[src/rtl/ask_sched_pkg.sv]
// ask_sched_pkg: shared types, mode encodings, Gray symbol codes and the
// symbol-to-level map for the 4-ASK stimulus scheduler.
package ask_sched_pkg;

    typedef enum logic [1:0] {
        IDLE  = 2'd0,
        RUN   = 2'd1,
        FLUSH = 2'd2,
        DONE  = 2'd3
    } state_e;

    localparam logic [1:0] MODE_EXT  = 2'b00;
    localparam logic [1:0] MODE_IMP  = 2'b01;
    localparam logic [1:0] MODE_PRBS = 2'b10;
    localparam logic [1:0] MODE_WC   = 2'b11;

    // Gray-coded symbols, named by the level they select
    localparam logic [1:0] SYM_M3 = 2'b00;
    localparam logic [1:0] SYM_M1 = 2'b01;
    localparam logic [1:0] SYM_P1 = 2'b11;
    localparam logic [1:0] SYM_P3 = 2'b10;

    // 1s17 level for a symbol; 3A is formed as A + 2A so it folds to a constant
    function automatic logic signed [17:0] sym2level(input logic [1:0] sym,
                                                     input logic signed [17:0] level_a);
        logic signed [19:0] a1;
        logic signed [19:0] a3;
        logic signed [19:0] lvl;
        a1 = {{2{level_a[17]}}, level_a};
        a3 = a1 + (a1 <<< 1);
        case (sym)
            SYM_P3:  lvl = a3;
            SYM_P1:  lvl = a1;
            SYM_M1:  lvl = -a1;
            default: lvl = -a3;
        endcase
        return lvl[17:0];
    endfunction

endpackage

[src/rtl/prbs9_gen.sv]
// prbs9_gen: PRBS-9 (x^9 + x^5 + 1) producing two bits per advance.
// sym[1] is the earlier bit of the pair. Reset and seed_load both seed 9'h1FF.
module prbs9_gen (
    input  logic       clk,
    input  logic       reset,
    input  logic       seed_load,
    input  logic       adv,
    output logic [1:0] sym
);

    logic [8:0] lfsr;
    logic       b0;
    logic       b1;

    // b1 is the bit the register would produce after shifting in b0
    assign b0  = lfsr[8] ^ lfsr[4];
    assign b1  = lfsr[7] ^ lfsr[3];
    assign sym = {b0, b1};

    // two-step shift per symbol
    always_ff @(posedge clk or negedge reset) begin
        if (!reset)
            lfsr <= 9'h1FF;
        else if (seed_load)
            lfsr <= 9'h1FF;
        else if (adv)
            lfsr <= {lfsr[6:0], b0, b1};
    end

endmodule

[src/rtl/ask_stim_sched.sv]
// ask_stim_sched: upsampled 4-ASK stimulus sequencer for the TX/RCV filter cascade.
// Build option: define ASK_STIM_PRBS_EN to build the PRBS-9 source for mode 10;
// without it mode 10 takes symbols from sym_in exactly like mode 00.
//
//   state | meaning
//   IDLE  | outputs low, waiting for start
//   RUN   | one symbol per SPS clocks, zeros between symbols
//   FLUSH | FLUSH_LEN zero samples so the cascade drains
//   DONE  | one-cycle done pulse, then back to IDLE
module ask_stim_sched
    import ask_sched_pkg::*;
#(
    parameter int                SPS         = 4,
    parameter logic signed [17:0] LEVEL_A     = 18'sd16384,
    parameter logic signed [17:0] IMPULSE_AMP = 18'sd131071,
    parameter int                FLUSH_LEN   = 64,
    parameter int                LATENCY     = 40
) (
    input  logic               clk,
    input  logic               reset,
    input  logic               start,
    input  logic               stop,
    input  logic [1:0]         mode,
    input  logic [15:0]        num_sym,
    input  logic [1:0]         sym_in,
    output logic               sym_req,
    output logic signed [17:0] x_out,
    output logic               sym_strobe,
    output logic [1:0]         sym_out,
    output logic               busy,
    output logic               done,
    output logic               y_valid
);

    localparam logic [1:0] S_IDLE  = IDLE;
    localparam logic [1:0] S_RUN   = RUN;
    localparam logic [1:0] S_FLUSH = FLUSH;
    localparam logic [1:0] S_DONE  = DONE;

    localparam int PH_W = (SPS > 1) ? $clog2(SPS) : 1;
    localparam int FL_W = (FLUSH_LEN > 1) ? $clog2(FLUSH_LEN + 1) : 1;
    localparam logic [PH_W-1:0] PH_LAST  = PH_W'(SPS - 1);
    localparam logic [FL_W-1:0] FL_START = FL_W'(FLUSH_LEN - 1);

    logic [1:0]      state;
    logic [PH_W-1:0] phase;
    logic [15:0]     sym_left;
    logic [1:0]      mode_q;
    logic [FL_W-1:0] flush_cnt;
    logic            imp_fired;
    logic [1:0]      cur_sym;
    logic            ext_start;
    logic            ext_q;
    logic            sym_end;
    logic            run_end;
    logic [LATENCY:0] yv_sr;

`ifdef ASK_STIM_PRBS_EN
    logic [1:0] prbs_sym;
    logic       prbs_seed;
    logic       prbs_adv;

    assign ext_start = (mode == MODE_EXT);
    assign ext_q     = (mode_q == MODE_EXT);
    assign prbs_seed = (state == S_IDLE) && start;
    assign prbs_adv  = (state == S_RUN) && (phase == '0) && (mode_q == MODE_PRBS);

    prbs9_gen u_prbs (
        .clk       (clk),
        .reset     (reset),
        .seed_load (prbs_seed),
        .adv       (prbs_adv),
        .sym       (prbs_sym)
    );
`else
    assign ext_start = (mode == MODE_EXT) || (mode == MODE_PRBS);
    assign ext_q     = (mode_q == MODE_EXT) || (mode_q == MODE_PRBS);
`endif

    assign sym_end = (phase == PH_LAST);
    assign run_end = sym_end && (sym_left == 16'd0);

    // symbol source for the next phase-0 sample
    always_comb begin
        cur_sym = sym_in;
        case (mode_q)
            MODE_WC:   cur_sym = SYM_P3;
`ifdef ASK_STIM_PRBS_EN
            MODE_PRBS: cur_sym = prbs_sym;
`endif
            default:   cur_sym = sym_in;
        endcase
    end

    // sequencer FSM; outputs are registered from the state being left at each edge
    always_ff @(posedge clk or negedge reset) begin
        if (!reset) begin
            state      <= S_IDLE;
            phase      <= '0;
            sym_left   <= '0;
            mode_q     <= MODE_EXT;
            flush_cnt  <= '0;
            imp_fired  <= 1'b0;
            sym_req    <= 1'b0;
            x_out      <= '0;
            sym_strobe <= 1'b0;
            sym_out    <= 2'b00;
            busy       <= 1'b0;
            done       <= 1'b0;
        end else begin
            sym_req    <= 1'b0;
            sym_strobe <= 1'b0;
            x_out      <= '0;
            busy       <= 1'b0;
            done       <= 1'b0;
            case (state)
                S_IDLE: begin
                    sym_out <= 2'b00;
                    if (start) begin
                        mode_q    <= mode;
                        phase     <= '0;
                        sym_left  <= num_sym - 16'd1;
                        imp_fired <= 1'b0;
                        if (num_sym == 16'd0) begin
                            state     <= S_FLUSH;
                            flush_cnt <= FL_START;
                        end else begin
                            state   <= S_RUN;
                            sym_req <= ext_start;
                        end
                    end
                end
                S_RUN: begin
                    busy <= 1'b1;
                    if (phase == '0) begin
                        sym_strobe <= 1'b1;
                        if (mode_q == MODE_IMP) begin
                            x_out     <= imp_fired ? 18'sd0 : IMPULSE_AMP;
                            imp_fired <= 1'b1;
                        end else begin
                            x_out   <= sym2level(cur_sym, LEVEL_A);
                            sym_out <= cur_sym;
                        end
                    end
                    if (stop || run_end) begin
                        state     <= S_FLUSH;
                        flush_cnt <= FL_START;
                    end else if (sym_end) begin
                        phase    <= '0;
                        sym_left <= sym_left - 16'd1;
                        sym_req  <= ext_q;
                    end else begin
                        phase <= phase + PH_W'(1);
                    end
                end
                S_FLUSH: begin
                    busy <= 1'b1;
                    if (flush_cnt == '0)
                        state <= S_DONE;
                    else
                        flush_cnt <= flush_cnt - FL_W'(1);
                end
                default: begin
                    done    <= 1'b1;
                    sym_out <= 2'b00;
                    state   <= S_IDLE;
                end
            endcase
        end
    end

    // RUN indicator (bit 0, same timing as busy) delayed LATENCY clocks
    always_ff @(posedge clk or negedge reset) begin
        if (!reset)
            yv_sr <= '0;
        else
            yv_sr <= {yv_sr[LATENCY-1:0], (state == S_RUN)};
    end

    assign y_valid = yv_sr[LATENCY];

endmodule

[config.mk]
export PLATFORM = sky130hd
export DESIGN_NAME = ask_stim_sched
export DESIGN_NICKNAME = d
export VERILOG_FILES = /design/src/rtl/ask_sched_pkg.sv /design/src/rtl/prbs9_gen.sv /design/src/rtl/ask_stim_sched.sv
export SDC_FILE = /design/constraint.sdc
export NUM_CORES = 1
export LEC_CHECK = 0
export BUFFER_PORTS_ARGS = -buffer_cell sky130_fd_sc_hd__buf_2
export CAP_MARGIN = 25
export CORE_MARGIN = 2
export CORE_UTILIZATION = 52
export CTS_CLUSTER_DIAMETER = 120
export DETAILED_ROUTE_END_ITERATION = 10
export HOLD_SLACK_MARGIN = 0.15
export PLACE_DENSITY = 0.73
export SLEW_MARGIN = 20
export SYNTH_ARGS = -nofsm -noshare
export SYNTH_HDL_FRONTEND = slang
export SYNTH_HIERARCHICAL = 1
export SYNTH_SLANG_ARGS = --single-unit
[constraint.sdc]
create_clock -name clk -period 3.85 [get_ports clk]
set_clock_uncertainty 0.15 [all_clocks]
set_input_delay 0.77 -clock clk [delete_from_list [all_inputs] [get_ports clk]]
set_output_delay 0.77 -clock clk [all_outputs]
set_load 0.03 [all_outputs]
==> flow_summary.html <==
<table>
<tr><th>Metric</th><th>Value</th></tr>
<tr><th colspan="2">Run status</th></tr>
<tr><td>Run status</td><td>finished, final reports clean</td></tr>
<tr><th colspan="2">Layout</th></tr>
<tr><td>Total inserted antenna cells</td><td>0</td></tr>
<tr><td>Share of post-route cells with drive strength above 1</td><td>19.72%</td></tr>
<tr><td>Final nets</td><td>454</td></tr>
<tr><td>Post-route design area</td><td>4456 sq um</td></tr>
<tr><td>Finished Layout Cells</td><td>528</td></tr>
<tr><td>Share of the core filled with cells</td><td>58.57%</td></tr>
<tr><td>Filler cell count in the final layout</td><td>666</td></tr>
<tr><td>Layout Area Growth over Synthesis</td><td>11.07%</td></tr>
<tr><th colspan="2">CTS</th></tr>
<tr><td>CTS Hold Bufs</td><td>0</td></tr>
<tr><td>TritonCTS clock tree</td><td>done</td></tr>
<tr><td>Clock root buffer</td><td>sky130_fd_sc_hd__clkbuf_8</td></tr>
<tr><td>H-Tree Depth</td><td>3</td></tr>
<tr><td>Clock-pin slew on the worst setup and hold paths</td><td>0.09 ns</td></tr>
<tr><td>Number of sinks driven by the clock tree</td><td>82</td></tr>
<tr><td>Number of buffers created by CTS</td><td>9</td></tr>
<tr><td>PostCTS Resize Cnt</td><td>0</td></tr>
<tr><td>Latest clock arrival within the worst-skew pair</td><td>0.36 ns</td></tr>
<tr><td>Buffers inserted during post-CTS setup optimization</td><td>0</td></tr>
<tr><td>Largest buffer count on any clock path</td><td>2</td></tr>
<tr><th colspan="2">Setup path</th></tr>
<tr><td>Crit path capture type</td><td>flip-flop</td></tr>
<tr><td>Req. time, crit path</td><td>3.97 ns</td></tr>
<tr><td>Worst Path Arrival</td><td>3.48 ns</td></tr>
<tr><td>Worst Path Class, Setup</td><td>reg -&gt; reg</td></tr>
<tr><td>Launching element type of the critical path</td><td>flip-flop</td></tr>
<tr><td>Maximum net fanout on the critical path</td><td>18</td></tr>
<tr><th colspan="2">Routing</th></tr>
<tr><td>Initial drt markers</td><td>200</td></tr>
<tr><td>Average wire length per cell after detail routing</td><td>16.92 um</td></tr>
<tr><td>Count of TritonRoute iterations in the first routing pass</td><td>5</td></tr>
<tr><td>Vias per Instance</td><td>6.004</td></tr>
<tr><td>Remaining routing DRC violations</td><td>0</td></tr>
<tr><td>Vias post-DR</td><td>3170</td></tr>
<tr><td>Post-detailed-routing wire length</td><td>8936 um</td></tr>
<tr><td>Post-route antenna net violation count</td><td>0</td></tr>
<tr><th colspan="2">Synthesis</th></tr>
<tr><td>Net count after synthesis</td><td>418</td></tr>
<tr><td>Area share of the leading cell type in the synthesized netlist</td><td>51.15%</td></tr>
<tr><td>Flops &amp; latches, synth</td><td>82</td></tr>
<tr><td>Simple-gate share of the synthesized area</td><td>18.59%</td></tr>
<tr><td>Seq/Total Area, Yosys</td><td>51.15%</td></tr>
<tr><td>Multiplexer share of the synthesized area</td><td>2.932%</td></tr>
<tr><td>Fraction of the mapped netlist area in compound gates</td><td>17.25%</td></tr>
<tr><td>Arithmetic-cell share of the synthesized area counting full adders, half adders and majority gates</td><td>2.807%</td></tr>
<tr><td>Largest family of logic cells by synthesized area</td><td>simple AND/OR/NAND/NOR gates</td></tr>
<tr><td>Top cells by area in the synthesized netlist</td><td>sky130_fd_sc_hd__dfrtp_1 51%, sky130_fd_sc_hd__nor3_1 3.7%, sky130_fd_sc_hd__ha_1 2.8%</td></tr>
<tr><td>Post-Syn Instances</td><td>385</td></tr>
<tr><td>Number of unique standard cell types used by synthesis</td><td>65</td></tr>
<tr><td>Post-synthesis xor/xnor area fraction</td><td>1.747%</td></tr>
<tr><td>Async set-reset flop share out of synthesis</td><td>100.0%</td></tr>
<tr><td>Yosys warnings</td><td>6</td></tr>
<tr><td>Most area-hungry cell type in the Yosys netlist</td><td>sky130_fd_sc_hd__dfrtp_1</td></tr>
<tr><td>Post-Synthesis Cell Area</td><td>4011 sq um</td></tr>
<tr><td>Top_reg_cell synth</td><td>sky130_fd_sc_hd__dfrtp_1</td></tr>
<tr><td>Count of flip-flops with a built-in enable after synthesis</td><td>0</td></tr>
<tr><td>Average cell area after synthesis</td><td>10.42 sq um</td></tr>
<tr><th colspan="2">Place</th></tr>
<tr><td>Worst slack after detailed placement</td><td>0.6228 ns</td></tr>
<tr><td>Total of buffers placed on input and output ports</td><td>48</td></tr>
<tr><td>Placed Instance Area</td><td>4254 sq um</td></tr>
<tr><td>Cells after DPL</td><td>512</td></tr>
<tr><td>Placer Congestion</td><td>0.9050</td></tr>
<tr><td>Final HPWL from detailed placement</td><td>6133 um</td></tr>
<tr><th colspan="2">GRT</th></tr>
<tr><td>Maximum number of pins on one net before global-route repair</td><td>83</td></tr>
<tr><td>Antenna violations before repair</td><td>0</td></tr>
<tr><td>Number of global-route vias before repair</td><td>3001</td></tr>
<tr><td>Wire length of the first global-routing pass</td><td>15060 um</td></tr>
<tr><td>Grt ovf</td><td>0</td></tr>
<tr><td>Total Routing Usage GR</td><td>22.67%</td></tr>
<tr><th colspan="2">Timing</th></tr>
<tr><td>Tightest Pin Transition</td><td>0.8632 ns</td></tr>
<tr><td>Slew Limit Headroom</td><td>42.06%</td></tr>
<tr><td>Setup violators final</td><td>0</td></tr>
<tr><td>Total negative setup slack</td><td>0 ns</td></tr>
<tr><td>Final setup slack of the worst path</td><td>0.4973 ns</td></tr>
<tr><td>Clock period minus worst slack</td><td>3.353 ns</td></tr>
<tr><td>Total count of max-transition violations in the final report</td><td>0</td></tr>
<tr><td>Post-route fraction of the period consumed by the critical path</td><td>87.08%</td></tr>
<tr><td>Unrepaired setup endpoints after global routing</td><td>no</td></tr>
<tr><td>Final hold violation count</td><td>0</td></tr>
<tr><td>Highest achievable clock rate</td><td>298.3 MHz</td></tr>
<tr><th colspan="2">Floorplan</th></tr>
<tr><td>Number of core rows</td><td>32</td></tr>
<tr><td>Die Footprint</td><td>8433 sq um</td></tr>
<tr><td>Ports</td><td>49</td></tr>
<tr><td>Starting density of the core</td><td>52.73%</td></tr>
<tr><td>Horizontal extent of the die</td><td>91.83 um</td></tr>
<tr><td>Overall die height</td><td>91.83 um</td></tr>
<tr><td>Placeable core area</td><td>7607 sq um</td></tr>
<tr><th colspan="2">Power and ir drop</th></tr>
<tr><td>PwrDens</td><td>757.2 nW/um^2</td></tr>
<tr><td>LEAKAGE</td><td>1.975 nW</td></tr>
<tr><td>Peak VDD IR</td><td>0.2811 mV</td></tr>
<tr><th colspan="2">Min path</th></tr>
<tr><td>Hold/Removal Path Class</td><td>reg -&gt; reg</td></tr>
<tr><th colspan="2">Flow run</th></tr>
<tr><td>Number of violations of the max-capacitance limit</td><td>0</td></tr>
</table>
[layout make-up]
class | count | area (sq um) | area share (%)
clock inverter | 7 | 73.82 | 1.657
timing repair buffer | 53 | 284.0 | 6.375
multi-input combinational | 260 | 1738 | 39.01
inverter | 15 | 56.30 | 1.264
sequential | 82 | 2052 | 46.05
tap | 102 | 127.6 | 2.864
clock buffer | 9 | 123.9 | 2.780
[through the flow]
step | hold WS, ns | power [mW]
floorplan | 0.1812 | 2.423
global placement | 0.1811 | 2.724
detailed placement | 0.1847 | 2.758
CTS | 0.1999 | 3.386
global route | 0.2075 | 3.620
finish | 0.1998 | 3.374
[cell usage after synthesis (9+ instances only)]
cell type / number
sky130_fd_sc_hd__dfrtp_1: 82
sky130_fd_sc_hd__clkbuf_1: 11
sky130_fd_sc_hd__inv_1: 14
sky130_fd_sc_hd__nand3_1: 9
sky130_fd_sc_hd__ha_1: 9
sky130_fd_sc_hd__o21ai_0: 16
sky130_fd_sc_hd__a21oi_1: 10
sky130_fd_sc_hd__nor3_1: 30
sky130_fd_sc_hd__nor2_1: 23
sky130_fd_sc_hd__nand2_1: 14
sky130_fd_sc_hd__buf_4: 13
sky130_fd_sc_hd__a31oi_1: 10
[cells in the final DEF, fill, tap and decap left out, drive strengths merged, types with 4 or more instances in the layout]
cell    count
ha          9
buf        53
or3         7
nand3       9
nor4        6
o21ai      19
a211oi      8
o31ai       5
dfrtp      82
inv        19
xor2        5
clkbuf      9
o22ai       4
nor2       23
nand4       7
mux2        6
nor3       30
and3        8
mux2i       5
nand2      14
or4         4
a31oi      10
nor3b       6
a21oi      10
nand2b      7
[cells by family after synthesis]
logic type | after synthesis
AND/OR/NAND/NOR | 136
AO/OA/AOI/OAI | 96
flip-flops | 82
buffers and inverters | 43
multiplexers | 11
adder cells (fa/ha/maj) | 9
XOR/XNOR | 8
[where the power goes]
part	internal (mW)	switching, mW
Sequential	1.24	0.254
Clock	0.257	0.354
Combinational	0.479	0.792
Total	1.97	1.40
[sequential cells by signal, indices dropped and copies added (netlist names)]
name / cells
sym_left: 16
sym_req: 1
x_out: 5
mode_q: 2
yv_sr: 41
sym_out: 2
imp_fired: 1
busy: 1
state: 2
flush_cnt: 7
done: 1
sym_strobe: 1
phase: 2
[path summary, 6_finish.rpt]
path | from | to | slack, ns | cells past startpoint
worst min-delay path | yv_sr[20]$_DFF_PN0_ | yv_sr[21]$_DFF_PN0_ | 0.20 | 0
min in group asynchronous | reset | yv_sr[24]$_DFF_PN0_ | 0.30 | 1
worst max register to register | state[1]$_DFFE_PN0P_ | sym_left[12]$_DFFE_PN0P_ | 0.50 | 8
max in group asynchronous | reset | sym_left[15]$_DFFE_PN0P_ | 2.77 | 1
worst max-delay path | state[1]$_DFFE_PN0P_ | sym_left[12]$_DFFE_PN0P_ | 0.50 | 8
worst min register to register | yv_sr[20]$_DFF_PN0_ | yv_sr[21]$_DFF_PN0_ | 0.20 | 0
[routing by layer]
metal | GRT usage [%] | vias up | part of all wire (%)
met5 | 0 | - | 0
li1 | - | 1509 | -
met2 | 34.68 | 110 | 47
met4 | 7.836 | 0 | 1.5
met1 | 31.43 | 1539 | 45
met3 | 5.998 | 12 | 6.0
[critical path: stages (launching register included)]
cell and delay, ns:
sky130_fd_sc_hd__dfrtp_1 0.44, sky130_fd_sc_hd__inv_1 0.10, sky130_fd_sc_hd__ha_1 0.52, sky130_fd_sc_hd__buf_4 0.33
sky130_fd_sc_hd__nor3b_1 0.41, sky130_fd_sc_hd__o21ai_1 0.32, sky130_fd_sc_hd__or4_1 0.53, sky130_fd_sc_hd__a221o_1 0.31
sky130_fd_sc_hd__a22oi_2 0.15
(Power assumes the default switching activity.)
